`config.mk`:
```
export PLATFORM = sky130hd
export DESIGN_NAME = spi_main
export DESIGN_NICKNAME = d
export VERILOG_FILES = /design/src/rtl/spi_main.sv
export SDC_FILE = /design/constraint.sdc
export NUM_CORES = 1
export LEC_CHECK = 0
export CORE_MARGIN = 3
export CORE_UTILIZATION = 27
export CTS_CLUSTER_DIAMETER = 150
export DETAILED_ROUTE_END_ITERATION = 8
export HOLD_SLACK_MARGIN = 0.05
export PLACE_DENSITY_LB_ADDON = 0.05
export SYNTH_ARGS = -nofsm -noshare
export SYNTH_HDL_FRONTEND = slang
export SYNTH_SLANG_ARGS = --single-unit
```
`constraint.sdc`:
```
create_clock -name clk_i -period 5.17 [get_ports clk_i]
set_clock_uncertainty 0.05 [all_clocks]
set_input_delay 1.034 -clock clk_i [delete_from_list [all_inputs] [get_ports clk_i]]
set_output_delay 1.034 -clock clk_i [all_outputs]
set_load 0.02 [all_outputs]
```
`src/rtl/spi_main.sv`:
```
// SPI main controller: shifts a WordBits-wide word out MSB-first on SCK rising
// edges while capturing in_bit, with back-to-back chaining and a reload gap.
module spi_main #(
  parameter int WordBits   = 8,
  parameter int HalfPeriod = 4
) (
  input  logic                clk_i,
  input  logic                reset_i,
  output logic                sck_o,
  output logic                out_bit_o,
  input  logic                in_bit_i,
  output logic                cs_o,
  input  logic                start_i,
  input  logic [WordBits-1:0] data_word_to_send_i,
  output logic                busy_o,
  output logic                word_ready_o,
  output logic [WordBits-1:0] data_word_received_o
);

  localparam int HW = $clog2(HalfPeriod) + 1;
  localparam int BW = $clog2(WordBits) + 1;
  localparam logic [HW-1:0] HalfLoad = HW'(HalfPeriod - 1);
  localparam logic [BW-1:0] WordCnt  = BW'(WordBits);

  typedef enum logic [2:0] {IDLE, SETUP, HIGH, LOW, GAP} state_t;

  state_t              state_q, state_d;
  logic [HW-1:0]       hcnt_q, hcnt_d;
  logic [BW-1:0]       bcnt_q, bcnt_d;
  logic [WordBits-1:0] shreg_q, shreg_d;
  logic [WordBits-1:0] rx_q, rx_d;
  logic                sck_q, sck_d;
  logic                cs_q, cs_d;
  logic                out_q, out_d;
  logic                busy_q, busy_d;
  logic                wr_q, wr_d;

  logic                hc_done;
  logic                reload;
  logic [BW-1:0]       bcnt_inc;
  logic [WordBits-1:0] shifted;

  assign hc_done  = (hcnt_q == '0);
  assign bcnt_inc = bcnt_q + 1'b1;
  assign shifted  = {shreg_q[WordBits-2:0], in_bit_i};
  // Chaining is only honoured in the single cycle that carries word_ready.
  assign reload   = (state_q == LOW) && wr_q && start_i;

  always_ff @(posedge clk_i or posedge reset_i) begin
    if (reset_i) begin
      state_q <= IDLE;
      hcnt_q  <= '0;
      bcnt_q  <= '0;
      shreg_q <= '0;
      rx_q    <= '0;
      sck_q   <= 1'b0;
      cs_q    <= 1'b1;
      out_q   <= 1'b0;
      busy_q  <= 1'b0;
      wr_q    <= 1'b0;
    end else begin
      state_q <= state_d;
      hcnt_q  <= hcnt_d;
      bcnt_q  <= bcnt_d;
      shreg_q <= shreg_d;
      rx_q    <= rx_d;
      sck_q   <= sck_d;
      cs_q    <= cs_d;
      out_q   <= out_d;
      busy_q  <= busy_d;
      wr_q    <= wr_d;
    end
  end

  always_comb begin
    state_d = state_q;
    hcnt_d  = hcnt_q;
    bcnt_d  = bcnt_q;
    shreg_d = shreg_q;
    rx_d    = rx_q;
    sck_d   = sck_q;
    cs_d    = cs_q;
    out_d   = out_q;
    busy_d  = busy_q;
    wr_d    = 1'b0;

    case (state_q)
      IDLE: begin
        sck_d  = 1'b0;
        cs_d   = 1'b1;
        busy_d = 1'b0;
        if (start_i) begin
          shreg_d = data_word_to_send_i;
          out_d   = data_word_to_send_i[WordBits-1];
          cs_d    = 1'b0;
          bcnt_d  = '0;
          busy_d  = 1'b1;
          hcnt_d  = HalfLoad;
          state_d = SETUP;
        end
      end
      SETUP: begin
        if (hc_done) begin
          sck_d   = 1'b1;
          hcnt_d  = HalfLoad;
          state_d = HIGH;
        end else begin
          hcnt_d = hcnt_q - 1'b1;
        end
      end
      HIGH: begin
        if (hc_done) begin
          shreg_d = shifted;
          sck_d   = 1'b0;
          bcnt_d  = bcnt_inc;
          hcnt_d  = HalfLoad;
          state_d = LOW;
          if (bcnt_inc < WordCnt) begin
            out_d = shifted[WordBits-1];
          end else begin
            rx_d = shifted;
            wr_d = 1'b1;
          end
        end else begin
          hcnt_d = hcnt_q - 1'b1;
        end
      end
      LOW: begin
        if (reload) begin
          shreg_d = data_word_to_send_i;
          out_d   = data_word_to_send_i[WordBits-1];
          bcnt_d  = '0;
        end
        if (hc_done) begin
          hcnt_d = HalfLoad;
          if ((bcnt_q == WordCnt) && !reload) begin
            cs_d    = 1'b1;
            state_d = GAP;
          end else begin
            sck_d   = 1'b1;
            state_d = HIGH;
          end
        end else begin
          hcnt_d = hcnt_q - 1'b1;
        end
      end
      GAP: begin
        if (hc_done) begin
          busy_d  = 1'b0;
          state_d = IDLE;
        end else begin
          hcnt_d = hcnt_q - 1'b1;
        end
      end
      default: state_d = IDLE;
    endcase
  end

  assign sck_o                = sck_q;
  assign cs_o                 = cs_q;
  assign out_bit_o            = out_q;
  assign busy_o               = busy_q;
  assign word_ready_o         = wr_q;
  assign data_word_received_o = rx_q;

endmodule

```
==> results.toml, run 1 <==
[timing]
final_hold_viol_count = 0
whs_ps = 406
tns_ps = 0
tightestPinTransition_ps = 1050
period_needed_ps = 2750
rsz0062_at_grt = "false"
max_slew_margin_pct = 29.6
fmax_mhz = 364
setup_viol = 0
final_max_slew_viol_count = 0
post-route-period-util_pct = 53.2

[clocking]
cts_resized = 0
htreeDepth = 2
clk_path_buf_depth = 2
post_cts_buffers = 0
cts_buffers = 5
cts_tree = "yes"
cts_root_buf = "clkbuf_8"
clock_latency_ps = 280
clk_pin_slew_ps = 60
ctsHoldBuffers = 0
clock-sinks = 30

[route]
vias = 1049
wl_per_cell_um = 14.1
drc = 0
first_iter_violations = 27
final_antenna_net_count = 0
firstDrtPassIters = 4
viasPerCell = 4.50
drt-total-wl_mm = 3.28

[global_routing]
gr-total-overflow = 0
grt_max_degree = 31
grt_pass1_vias = 1164
antenna_found_initial = 0
track_usage_pct = 11.3
grt_pass1_wl_mm = 5.68

[worst_setup_path]
r2r_slack_ps = 2500
start_kind = "primary input"
r2r_end = "data_word_received_o[6]"
r2r_start = "state_q[2]"
critPathMaxFanout = 10
cp_cell_sequence = "clkdlybuf4s50_1, nor2b_1, o21ai_1, or2_1, mux2_4"
slowest_stage = "clkdlybuf4s50_1"
critPathArrivalTime_ps = 2860
cp_slowest_stage_delay_ps = 540
r2r_cells = 3
cp_num_buf_inv = 1
path_class = "primary input to register"
cp.required_ps = 5280
end_kind = "register"
cp_top_family = "simple AND/OR/NAND/NOR gates"
startpoint = "start_i"

[cells_and_area]
final_area_mm2 = 0.00193
multi_input_area_um2 = 731
seqCellArea_um2 = 752
area_growth_pct = 22.3
diodes = 0
drive_gt1_share_pct = 13.7
layout_commonest_cell = "dfrtp_1"
layout_common_cells = "dfrtp_1 (29), clkdlybuf4s50_1 (24), mux2_1 (14)"
nFillCells = 574
nets = 177

[synthesis]
netlist.area_leader.share_pct = 45.9
seq_area_frac_synth_pct = 47.5
synth_top_cells_by_area = "dfrtp_1 (46%), mux2_1 (10%), mux2_4 (6.6%), ha_1 (3.2%), inv_1 (2.4%)"
synth_top_cell_by_area = "dfrtp_1"
syn_avg_cell_area_um2 = 11.4
synth_async_sr_flop_share_pct = 100
ys_ff_latch = 30
ys_types = 39
synth_nets = 155
synth-main-ff-cell = "dfrtp_1"
yosys_warnings = 0
synth_edf_count = 0
synth_cells = 139
post_synth_instance_area_mm2 = 0.00158

[placement]
dp_hpwl_mm = 2.25
port_buffers = 24
place.gp.congestion = 0.730
postPlaceCellArea_mm2 = 0.00186

[min_path]
worstHoldPathType = "register to register"
whs_path_depth = 1
hold_path.startpoint = "hcnt_q[0]"
holdPathEnd = "hcnt_q[0]"

[die]
boundaryPins = 25
die_area_mm2 = 0.00681
dieHeight_um = 82.5
dieWidth_um = 82.5
initial_utilization_pct = 28.4
num_rows = 27
core_mm2 = 0.00557

[power]
pwr_density_cell_mw_per_mm2 = 506
p_leak_nw = 0.891
peakVddDrop_uv = 137

[job]
cap_violations = 0

[run_status]
outcome = "completed"
==> synth_stat cells (all sizes together), types with 2 or more instances <==
cell type and instances:
a211oi 2, a21o 2, a21oi 7, a31oi 2, buf 7, clkbuf 3
dfrtp 29, ha 4, inv 10, mux2 24, mux2i 2, nand2 6
nand3 6, nor2 4, nor3 3, o21ai 7, o31ai 3, or2 2
xnor2 2
==> state kept, by name, indices dropped and copies added (netlist names) <==
signal / flops
shreg_q: 7
word_ready_o: 1
out_bit_o: 1
busy_o: 1
hcnt_q: 3
data_word_received_o: 8
state_q: 3
bcnt_q: 4
cs_o: 1
sck_o: 1
==> routing by layer <==
metal	wire length [µm]	GRT usage [%]
met1	1480	13.5
met4	48	4.90
met3	99	3.36
met2	1650	18.8
met5	0	0
==> through the flow <==
step / worst slack [ps] / power, mW / instances / utilization, %
3_3_place_gp: 2160 / 0.805 / 226 / 33.3
3_5_place_dp: 2140 / 0.815 / 226 / 33.3
2_1_floorplan: 2930 / 0.721 / 139 / -
6_report: 2420 / 0.978 / 233 / 34.7
4_1_cts: 2400 / 0.997 / 233 / 34.7
5_1_grt: 2250 / 1.06 / 233 / 34.7
==> kinds of logic (layout without fill, tap and decap cells) <==
group	after synthesis	after routing	synth area share, %
xor gates and xnor gates	2	2	1.11
AOI/OAI and AO/OA	28	28	11.3
DFF	30	30	47.5
adders and majority gates	4	4	3.16
muxes	26	26	20.0
and+or+nand+nor	29	29	10.6
buffers and inverters	20	42	6.25
==> report_power, final <==
group	switching, mW	internal [mW]	total (mW)
Combinational	0.196	0.231	0.427
Clock	0.0820	0.0925	0.175
Sequential	0.0650	0.311	0.376
==> how the worst max path moves through the flow <==
stage / endpoint / slack [ps] / cells past startpoint
3_3_place_gp: shreg_q[2] / 2160 / 5
5_1_grt: data_word_received_o[1] / 2250 / 3
6_report: shreg_q[6] / 2420 / 5
2_1_floorplan: shreg_q[0] / 2930 / 6
4_1_cts: data_word_received_o[5] / 2400 / 3
3_5_place_dp: shreg_q[4] / 2140 / 5
==> cell type report <==
type	instances	share of cell area, %
timing repair buffer	25	12.8
tap	72	4.66
clock buffer	7	3.95
multi-input combinational	89	37.8
inverter	10	1.94
sequential	30	38.9
Note: power is estimated with default switching activity, not from simulation.
==> inputs of run 2 (changes only) <==
==> constraint.sdc (replaced) <==
create_clock -name clk_i -period 2.2 [get_ports clk_i]
set_clock_uncertainty 0.05 [all_clocks]
set_input_delay 0.44 -clock clk_i [delete_from_list [all_inputs] [get_ports clk_i]]
set_output_delay 0.44 -clock clk_i [all_outputs]
set_load 0.02 [all_outputs]
==> results.toml, run 2 (same netlist as run 1, synthesis figures left out) <==
[placement]
postPlaceCellArea_mm2 = 0.00193
dp_worst_setup_slack_ps = 90.0
dp_hpwl_mm = 2.34
dpl.cell_count = 234
place.gp.congestion = 0.821
port_buffers = 24

[worst_setup_path]
r2r_slack_ps = 260
start_kind = "register"
cp.required_ps = 2310
end_kind = "register"
critPathArrivalTime_ps = 2060
path_class = "register to register"
critPathMaxFanout = 10

[clocking]
htreeDepth = 2
cts_buffers = 5
clk_pin_slew_ps = 60
ctsHoldBuffers = 0
cts_root_buf = "clkbuf_8"
clk_path_buf_depth = 2
clock_latency_ps = 280
clock-sinks = 30
post_cts_buffers = 0
cts_resized = 0
cts_tree = "yes"

[cells_and_area]
layout_commonest_cell = "dfrtp_1"
final_cells = 241
nets = 185
diodes = 0
seqCellArea_um2 = 752
largest_reg_flops = 8
nFillCells = 570
fin_util_pct = 36.0
drive_gt1_share_pct = 18.9
area_growth_pct = 27.1
layout_common_cells = "dfrtp_1 (29), clkdlybuf4s50_1 (24), mux2_1 (14)"
multi_input_area_um2 = 731
final_area_mm2 = 0.00201

[timing]
tightestPinTransition_ps = 415
fmax_mhz = 515
rsz0062_at_grt = "false"
post-route-period-util_pct = 88.3
whs_ps = 413
fin_ws_ps = 258
tns_ps = 0
final_hold_viol_count = 0
max_slew_margin_pct = 72.2
period_needed_ps = 1940
setup_viol = 0
final_max_slew_viol_count = 0

[global_routing]
antenna_found_initial = 0
gr-total-overflow = 0
grt_pass1_wl_mm = 5.64
track_usage_pct = 11.6
grt_max_degree = 31
grt_pass1_vias = 1127

[route]
drc = 0
final_antenna_net_count = 0
viasPerCell = 4.56
drt-total-wl_mm = 3.26
wl_per_cell_um = 13.5
first_iter_violations = 55
firstDrtPassIters = 4
vias = 1098

[power]
pwr_density_cell_mw_per_mm2 = 1190
p_leak_nw = 0.942
peakVddDrop_uv = 360
total_power_mw = 2.40

[die]
num_rows = 27
core_mm2 = 0.00557
die_area_mm2 = 0.00681
dieHeight_um = 82.5
dieWidth_um = 82.5
initial_utilization_pct = 28.4
boundaryPins = 25

[run_status]
outcome = "completed"

[min_path]
worstHoldPathType = "register to register"

[job]
cap_violations = 0
[run 2: changes by cell type in the layout (fill, tap and decap cells not counted)]
cell,delta
clkbuf_1,-2
buf_12,+1
clkinv_2,+2
buf_4,+7
[run 2: report_power, final]
group | switching, mW | internal [mW] | total (mW)
Sequential | 0.138 | 0.731 | 0.869
Combinational | 0.488 | 0.620 | 1.11
Clock | 0.206 | 0.212 | 0.418
[run 2: final timing paths]
kind,start,to,cells past startpoint
max,hcnt_q[1],shreg_q[4],7
min,hcnt_q[0],hcnt_q[0],1
max reg2reg,hcnt_q[1],shreg_q[4],7
min reg2reg,hcnt_q[0],hcnt_q[0],1
max in group asynchronous,reset_i,cs_o,3
min in group asynchronous,reset_i,shreg_q[1],3
[run 2: routing by layer]
| layer | share of wire [%] | track usage [%] |
|---|---|---|
| met1 | 46 | 14.5 |
| met5 | 0 | 0 |
| met3 | 4.0 | 4.77 |
| met4 | 1.4 | 3.92 |
| met2 | 48 | 17.9 |
[run 2: layout make-up]
cell class	instances	area share, %
sequential	30	37.4
multi-input combinational	89	36.4
timing repair buffer	33	15.9
tap	72	4.48
clock buffer	5	3.42
inverter	10	1.87
clock inverter	2	0.498
[run 2: worst max-delay path, cell delays in order (launching register included)]
cell and delay (ps):
dfrtp_1 400, inv_1 80, ha_1 230, nand2b_4 110, o211a_1 230, or2_1 260, buf_12 160, mux2_4 290
==> inputs of run 3 (changes only) <==
--- a/config.mk
+++ b/config.mk
@@ -9,8 +9,8 @@
 export CORE_UTILIZATION = 27
 export CTS_CLUSTER_DIAMETER = 150
 export DETAILED_ROUTE_END_ITERATION = 8
-export HOLD_SLACK_MARGIN = 0.05
-export PLACE_DENSITY_LB_ADDON = 0.05
+export HOLD_SLACK_MARGIN = 0.06
+export PLACE_DENSITY = 0.47
 export SYNTH_ARGS = -nofsm -noshare
 export SYNTH_HDL_FRONTEND = slang
 export SYNTH_SLANG_ARGS = --single-unit
==> results.toml, run 3 (same netlist as run 1, synthesis figures left out) <==
[power]
pwr_density_cell_mw_per_mm2 = 1200
p_leak_nw = 0.931
peakVddDrop_uv = 416

[timing]
final_hold_viol_count = 0
tightestPinTransition_ps = 491
max_slew_margin_pct = 67.3
tns_ps = 0
setup_viol = 0
period_needed_ps = 1980
final_max_slew_viol_count = 0
rsz0062_at_grt = "false"
fmax_mhz = 505
post-route-period-util_pct = 90.0

[worst_setup_path]
path_class = "register to register"
cp_top_family = "simple AND/OR/NAND/NOR gates"
cp_num_buf_inv = 1
critPathArrivalTime_ps = 2090
start_kind = "register"
cp_cell_sequence = "inv_1, ha_1, and2b_4, and3_1, mux2_1"
cp.required_ps = 2310
slowest_stage = "and3_1"
critPathMaxFanout = 9
cp_slowest_stage_delay_ps = 480
end_kind = "register"

[cells_and_area]
fin_util_pct = 35.9
layout_commonest_cell = "dfrtp_1"
layout_common_cells = "dfrtp_1 (29), clkdlybuf4s50_1 (24), mux2_1 (14)"
largest_reg_flops = 8
drive_gt1_share_pct = 17.3
diodes = 0
nets = 184
final_area_mm2 = 0.00200
area_growth_pct = 26.4

[placement]
place.gp.congestion = 0.788
dp_hpwl_mm = 2.25
postPlaceCellArea_mm2 = 0.00192
port_buffers = 24

[global_routing]
antenna_found_initial = 0
gr-total-overflow = 0
grt_max_degree = 31
grt_pass1_vias = 1174
grt_pass1_wl_mm = 5.62
track_usage_pct = 11.0

[route]
viasPerCell = 4.58
drt-total-wl_mm = 3.24
first_iter_violations = 51
final_antenna_net_count = 0
drc = 0
vias = 1100
firstDrtPassIters = 4
wl_per_cell_um = 13.5

[die]
dieHeight_um = 82.5
num_rows = 27
dieWidth_um = 82.5
boundaryPins = 25
core_mm2 = 0.00557
initial_utilization_pct = 28.4
die_area_mm2 = 0.00681

[clocking]
htreeDepth = 2
cts_root_buf = "clkbuf_8"
clk_path_buf_depth = 2
clock-sinks = 30
clk_pin_slew_ps = 60
clock_latency_ps = 280
cts_resized = 0
ctsHoldBuffers = 0
cts_tree = "yes"
cts_buffers = 5
post_cts_buffers = 0

[run_status]
outcome = "completed"

[job]
cap_violations = 0

[min_path]
worstHoldPathType = "register to register"
==> run 3: cell types whose count changed in the layout (fill, tap and decap cells not counted), sizes merged <==
cell / delta
clkinv: -2
clkbuf: +2
buf: -1
==> run 3: final cells by class <==
type,count,area [µm²]
Fill cell,544,3570
Sequential cell,30,752
Inverter,10,37.5
Clock buffer,7,76.3
Tap cell,72,90.1
Multi-Input combinational cell,89,731
Timing Repair Buffer,32,313
==> run 3: report_power, final <==
part | internal (mW) | switching [mW] | leakage (nW)
Sequential | 0.732 | 0.140 | 0.377
Clock | 0.217 | 0.193 | 0.0383
Combinational | 0.620 | 0.493 | 0.516
==> run 3: worst register-to-register path: cells and delay by family (launching register included) <==
| kind | cells | cell delay [ps] |
|---|---|---|
| buffers and inverters | 1 | 100 |
| muxes | 1 | 380 |
| DFF | 1 | 380 |
| and+or+nand+nor | 2 | 710 |
| adders and majority gates | 1 | 250 |
==> run 3: metrics by stage <==
step | power, mW | worst slack, ps | instances | hold slack, ps
5_1_grt | 2.59 | 98.0 | 240 | 456
4_1_cts | 2.44 | 195 | 240 | 435
3_5_place_dp | 2.00 | 99.6 | 233 | 421
3_3_place_gp | 1.98 | 107 | 233 | 402
6_report | 2.39 | 220 | 240 | 432
2_1_floorplan | 1.69 | 320 | 139 | 380
==> run 3: per-layer routing <==
metal	global-route usage, %	share of wire (%)	up-vias
met5	0	0	-
met4	4.74	1.3	0
met3	4.01	5.1	6
met2	16.9	44	27
met1	13.9	49	527
li1	-	-	540
==> run 3: worst paths after layout <==
kind                            from                      end  slack, ps  cells past startpoint
setup / recovery           hcnt_q[0]  data_word_received_o[3]        220                      5
setup reg to reg           hcnt_q[0]  data_word_received_o[3]        220                      5
hold reg to reg            hcnt_q[0]                hcnt_q[0]        430                      1
min in group asynchronous    reset_i             word_ready_o        500                      3
hold / removal             hcnt_q[0]                hcnt_q[0]        430                      1
max in group asynchronous    reset_i                     cs_o       1290                      3
